==> config.mk <==
export PLATFORM = sky130hd
export DESIGN_NAME = sub_bytes_seq
export DESIGN_NICKNAME = d
export VERILOG_FILES = /design/src/rtl/sub_bytes_seq.sv
export SDC_FILE = /design/constraint.sdc
export NUM_CORES = 1
export LEC_CHECK = 0
export CELL_PAD_IN_SITES_DETAIL_PLACEMENT = 1
export CELL_PAD_IN_SITES_GLOBAL_PLACEMENT = 2
export CORE_ASPECT_RATIO = 2
export CORE_UTILIZATION = 36
export DETAILED_ROUTE_END_ITERATION = 10
export MAX_ROUTING_LAYER = met4
export PLACE_DENSITY_LB_ADDON = 0.12
export SLEW_MARGIN = 10
export SYNTH_ARGS = -nofsm -noshare
export SYNTH_HDL_FRONTEND = slang
export SYNTH_SLANG_ARGS = --single-unit
export TNS_END_PERCENT = 5
==> constraint.sdc <==
create_clock -name clk -period 4.8 [get_ports clk]
set_input_delay 0.96 -clock clk [delete_from_list [all_inputs] [get_ports clk]]
set_output_delay 0.96 -clock clk [all_outputs]
set_load 0.01 [all_outputs]
==> src/rtl/sub_bytes_seq.sv <==
// AES SubBytes over a 128-bit state, streamed through LANES registered sbox ROMs.
// One state in flight: IDLE -> ISSUE (N groups) -> DRAIN -> DONE -> IDLE.

module sub_bytes_seq_sbox (
  input  logic       clk_i,
  input  logic [7:0] addr_i,
  output logic [7:0] dout_o
);

  localparam logic [0:255][7:0] SBOX = {
    128'h637c777bf26b6fc53001672bfed7ab76,
    128'hca82c97dfa5947f0add4a2af9ca472c0,
    128'hb7fd9326363ff7cc34a5e5f171d83115,
    128'h04c723c31896059a071280e2eb27b275,
    128'h09832c1a1b6e5aa0523bd6b329e32f84,
    128'h53d100ed20fcb15b6acbbe394a4c58cf,
    128'hd0efaafb434d338545f9027f503c9fa8,
    128'h51a3408f929d38f5bcb6da2110fff3d2,
    128'hcd0c13ec5f974417c4a77e3d645d1973,
    128'h60814fdc222a908846eeb814de5e0bdb,
    128'he0323a0a4906245cc2d3ac629195e479,
    128'he7c8376d8dd54ea96c56f4ea657aae08,
    128'hba78252e1ca6b4c6e8dd741f4bbd8b8a,
    128'h703eb5664803f60e613557b986c11d9e,
    128'he1f8981169d98e949b1e87e9ce5528df,
    128'h8ca1890dbfe6426841992d0fb054bb16
  };

  always_ff @(posedge clk_i) begin
    dout_o <= SBOX[addr_i];
  end

endmodule

module sub_bytes_seq #(
  parameter int unsigned LANES = 1
) (
  input  logic         clk,
  input  logic         rst_n,
  input  logic         in_valid,
  output logic         in_ready,
  input  logic [127:0] in_state,
  output logic         out_valid,
  input  logic         out_ready,
  output logic [127:0] out_state,
  output logic         busy
);

  localparam int unsigned N    = 16 / LANES;
  localparam int unsigned IDXW = (N > 1) ? $clog2(N) : 1;
  localparam logic [IDXW-1:0] LAST_IDX = IDXW'(N - 1);

  typedef enum logic [1:0] {
    IDLE  = 2'd0,
    ISSUE = 2'd1,
    DRAIN = 2'd2,
    DONE  = 2'd3
  } state_t;

  // Byte 0 is the most significant byte of the 128-bit word.
  typedef logic [0:15][7:0] blk_t;

  state_t          state_q, state_d;
  logic [IDXW-1:0] idx_q, idx_d;
  logic [IDXW-1:0] wr_idx_q, wr_idx_d;
  logic            pipe_vld_q, pipe_vld_d;
  blk_t            in_buf_q;
  blk_t            result_q, result_d;
  blk_t            out_state_q;

  logic [7:0] sb_addr [LANES];
  logic [7:0] sb_dout [LANES];

  for (genvar j = 0; j < LANES; j++) begin : g_lane
    assign sb_addr[j] = in_buf_q[4'(32'(idx_q) * LANES + 32'(j))];

    sub_bytes_seq_sbox u_sbox (
      .clk_i  (clk),
      .addr_i (sb_addr[j]),
      .dout_o (sb_dout[j])
    );
  end

  // Sbox outputs are only merged when pipe_vld_q marks them as a real issue.
  always_comb begin
    result_d = result_q;
    if (pipe_vld_q) begin
      for (int unsigned j = 0; j < LANES; j++) begin
        result_d[4'(32'(wr_idx_q) * LANES + j)] = sb_dout[j];
      end
    end
  end

  always_comb begin
    state_d    = state_q;
    idx_d      = idx_q;
    wr_idx_d   = idx_q;
    pipe_vld_d = (state_q == ISSUE);
    in_ready   = 1'b0;
    out_valid  = 1'b0;
    busy       = (state_q != IDLE);
    case (state_q)
      IDLE: begin
        in_ready = 1'b1;
        if (in_valid) begin
          state_d = ISSUE;
          idx_d   = '0;
        end
      end
      ISSUE: begin
        if (idx_q == LAST_IDX) begin
          state_d = DRAIN;
        end else begin
          idx_d = idx_q + 1'b1;
        end
      end
      DRAIN: begin
        state_d = DONE;
      end
      DONE: begin
        out_valid = 1'b1;
        if (out_ready) begin
          state_d = IDLE;
        end
      end
      default: begin
        state_d = IDLE;
      end
    endcase
  end

  always_ff @(posedge clk) begin
    if (!rst_n) begin
      state_q     <= IDLE;
      idx_q       <= '0;
      wr_idx_q    <= '0;
      pipe_vld_q  <= 1'b0;
      out_state_q <= '0;
    end else begin
      state_q    <= state_d;
      idx_q      <= idx_d;
      wr_idx_q   <= wr_idx_d;
      pipe_vld_q <= pipe_vld_d;
      if (state_q == DRAIN) begin
        out_state_q <= result_d;
      end
    end
  end

  // Datapath registers need no reset: every byte is rewritten before use.
  always_ff @(posedge clk) begin
    if (state_q == IDLE && in_valid) begin
      in_buf_q <= in_state;
    end
    result_q <= result_d;
  end

  assign out_state = out_state_q;

endmodule

==> qor.log <==
qor: yosys.synthDominantAreaCellType dfxtp_1
qor: routing.wire_per_inst 28.94 um
qor: yosys.dominantRegCellSynth dfxtp_1
qor: worst_setup_path.worst-endpoint-required 5.25 ns
qor: global_routing.global_route_wire_length_before_repair 103600 um
qor: cts.postCtsResizedCells 0
qor: cts.clock_latency 0.57 ns
qor: yosys.synth.ff_latch_count 403
qor: placed_design.placed_area 0.02151 mm2
qor: placed_design.finalWeightedCongestion 1.051
qor: timing.final_worst_path_period_share 87.94%
qor: layout.layout.cells.most_common dfxtp_1
qor: yosys.synth.top_cell.area_share 30.78%
qor: floorplanning.floorplan.io_pins 263
qor: routing.routed_via_density 5.583
qor: worst_setup_path.crit_arrival 4.67 ns
qor: cts.maximum_number_of_buffers_from_clock_root_to_sink 3
qor: floorplanning.dieHeight 317.2 um
qor: timing.worst_pin_slew 1.118 ns
qor: yosys.post_synth_num_cell_types 78
qor: routing.drt_pass1_iterations 6
qor: yosys.syn-mean-instance-area 11.83 um2
qor: yosys.yosys_warnings 0
qor: worst_setup_path.start_kind flop
qor: routing.dr_total_vias 13.76k
qor: worst_setup_path.criticalPathCategory reg -> reg
qor: timing.finalClockSkew 0.02172 ns
qor: cts.clkSlewWorstSetupHoldPaths 0.08 ns
qor: yosys.syn_nets 1663
qor: cts.tritoncts yes
qor: timing.fin_worst_hold_slack 0.4722 ns
qor: worst_setup_path.cp_max_fo 15
qor: timing.max-slew-margin-rel 25.38%
qor: cts.quantity_of_hold_fixing_buffers_added_after_cts 0
qor: timing.rsz0062_at_grt false
qor: cts.post-cts-setup-buffers 0
qor: yosys.synth_async_reset_ratio 0%
qor: timing.post-route-min-period 4.221 ns
qor: timing.hold_violations 0
qor: timing.worst_slack 0.5788 ns
qor: yosys.number_of_synthesized_flops_with_an_enable_pin 128
qor: cts.clock_root_buffer clkbuf_16
qor: global_routing.global_route.usage.total 29.14%
qor: run.max-cap-violations 0
qor: floorplanning.floorplan.die_area 0.05063 mm2
qor: placed_design.io_buffers 262
qor: outcome.outcome complete, no violations
qor: layout.final_layout_size_suffix_gt1_share 18.98%
qor: global_routing.first_global_vias 14.93k
qor: placed_design.dpl.hpwl 51520 um
qor: cts.clock_sink_count 403
qor: yosys.synth_cells 1512
qor: timing.finalSetupViolations 0
qor: routing.drtAntennaViolNets 0
qor: power_and_ir_drop.power_per_cell_area 576.1 mW/mm2
qor: routing.detail_route.drc_violations 0
qor: power_and_ir_drop.ir_worst_vdd 0.3140 mV
qor: floorplanning.fp.coreArea 0.04907 mm2
qor: global_routing.grt_max_degree 100
qor: yosys.ys_seq_area_share 52.28%
qor: cts.clock_tree.htree_level_count 2
qor: layout.final_instance_area 0.02281 mm2
qor: placed_design.dpl_worst_slack 0.5902 ns
qor: global_routing.grt_overflow_total 0
qor: floorplanning.die_w 159.6 um
qor: layout.most-common-layout-cells dfxtp_1 (274), clkdlybuf4s50_1 (261), mux2i_1 (139)
qor: timing.fmax 0.2369 GHz
qor: min_path.holdCritPathClass reg -> reg
qor: yosys.synth_area 0.01788 mm2
qor: yosys.ys_top_cells_by_area dfxtp_1 (31%), edfxtp_1 (21%), mux2_2 (8.2%)
qor: layout.fin_nets 1942
qor: layout.area_growth 27.57%
qor: floorplanning.initial_utilization 36.45%
qor: routing.drt_wl_total 71320 um
qor: global_routing.antenna_violations_before_repair 3
qor: cts.cts_inserted_buffers 39
qor: power_and_ir_drop.leakage 0.008008 uW
qor: timing.fin_setup_tns 0 ns
qor: worst_setup_path.endpoint_kind_of_the_worst_setup_timing_path flop
qor: timing.report.final.slew_viol_count 0
qor: floorplanning.number_of_standard_cell_rows_in_the_floorplan 115
qor: routing.drtIter0Drc 782
-- layer usage --
layer | part of all wire [%] | GRT usage, % | up-vias
li1 | - | - | 6142
met1 | 34 | 27.97 | 6895
met2 | 54 | 54.26 | 526
met3 | 5.2 | 5.139 | 194
met4 | 6.3 | 17.13 | 0
met5 | 0 | - | -
-- through the flow --
step | power [uW] | util [%] | instances
after detailed placement | 9942 | 43.85 | 2393
after global routing | 13620 | 46.50 | 2464
final | 13140 | 46.50 | 2464
after CTS | 13130 | 46.48 | 2461
after global placement | 9992 | 43.85 | 2393
after floorplan | 7461 | - | 1512
-- cell usage after synthesis (all sizes together), types with 4 or more instances --
cell and instances:
dfxtp 275, mux2i 139, nor2b 138, mux2 131
edfxtp 128, nand2 71, buf 64, a21oi 62
clkbuf 58, nor2 52, o21ai 46, mux4 36
nand3 35, a31oi 24, a211oi 20, ha 19
nor3 19, inv 16, o211ai 15, and2 12
o311ai 12, o221ai 11, a221oi 10, a311oi 10
a21o 9, a211o 8, nand2b 7, o22ai 7
and3 6, nand3b 6, o21a 5, a22oi 4
a311o 4, nor4 4
-- logic make-up after synthesis --
family                     after synthesis  share of synthesized area [%]
DFF                                    403                          52.28
muxes                                  306                          20.63
and+or+nand+nor                        362                          10.81
xor gates and xnor gates                 2                         0.2029
buffers and inverters                  138                          3.764
AOI/OAI and AO/OA                      282                          10.99
adders and majority gates               19                          1.329
-- cell type report --
| class | count | area, um2 |
|---|---|---|
| fill | 5201 | 26250 |
| sequential | 403 | 9350 |
| multi-input combinational | 971 | 7879 |
| timing repair buffer | 360 | 3418 |
| clock buffer | 52 | 1106 |
| tap | 643 | 804.5 |
| clock inverter | 16 | 185.2 |
| inverter | 16 | 62.56 |
| antenna | 3 | 7.507 |
-- worst max-delay path, stage by stage (launching register included) --
cell,delay [ns]
dfxtp_2,0.63
buf_4,0.26
mux4_2,0.52
nand2_1,0.07
and4_1,0.39
buf_4,0.30
ha_1,0.20
inv_1,0.09
a21oi_1,0.74
a21oi_1,0.08
nor2_1,0.12
o311ai_0,0.24
o221ai_2,0.32
o41ai_2,0.12
-- worst paths after layout --
path,cells past startpoint,end,slack (ns),from
worst max register to register,13,g_lane[0].u_sbox.dout_o[0]$_DFF_P_,0.58,idx_q[0]$_SDFFE_PN0P_
worst max-delay path,13,g_lane[0].u_sbox.dout_o[0]$_DFF_P_,0.58,idx_q[0]$_SDFFE_PN0P_
worst min-delay path,1,result_q[14]$_DFF_P_,0.47,result_q[14]$_DFF_P_
worst min register to register,1,result_q[14]$_DFF_P_,0.47,result_q[14]$_DFF_P_
-- report_power, final --
part / internal (uW) / total (uW) / leakage (uW) / switching [uW]
clock network: 1750 / 3150 / 0.000629 / 1400
logic: 1980 / 5600 / 0.00394 / 3620
registers: 4010 / 4390 / 0.00344 / 383
total: 7740 / 13100 / 0.00801 / 5400
-- flip-flops by register name, summed over array words and instances, names as in the netlist --
signal,flops
result_q,128
in_buf_q,128
idx_q,4
pipe_vld_q,1
wr_idx_q,4
out_state,128
state_q,2
g_lane.u_sbox.dout_o,8
Note: power is estimated with default switching activity, not from simulation.
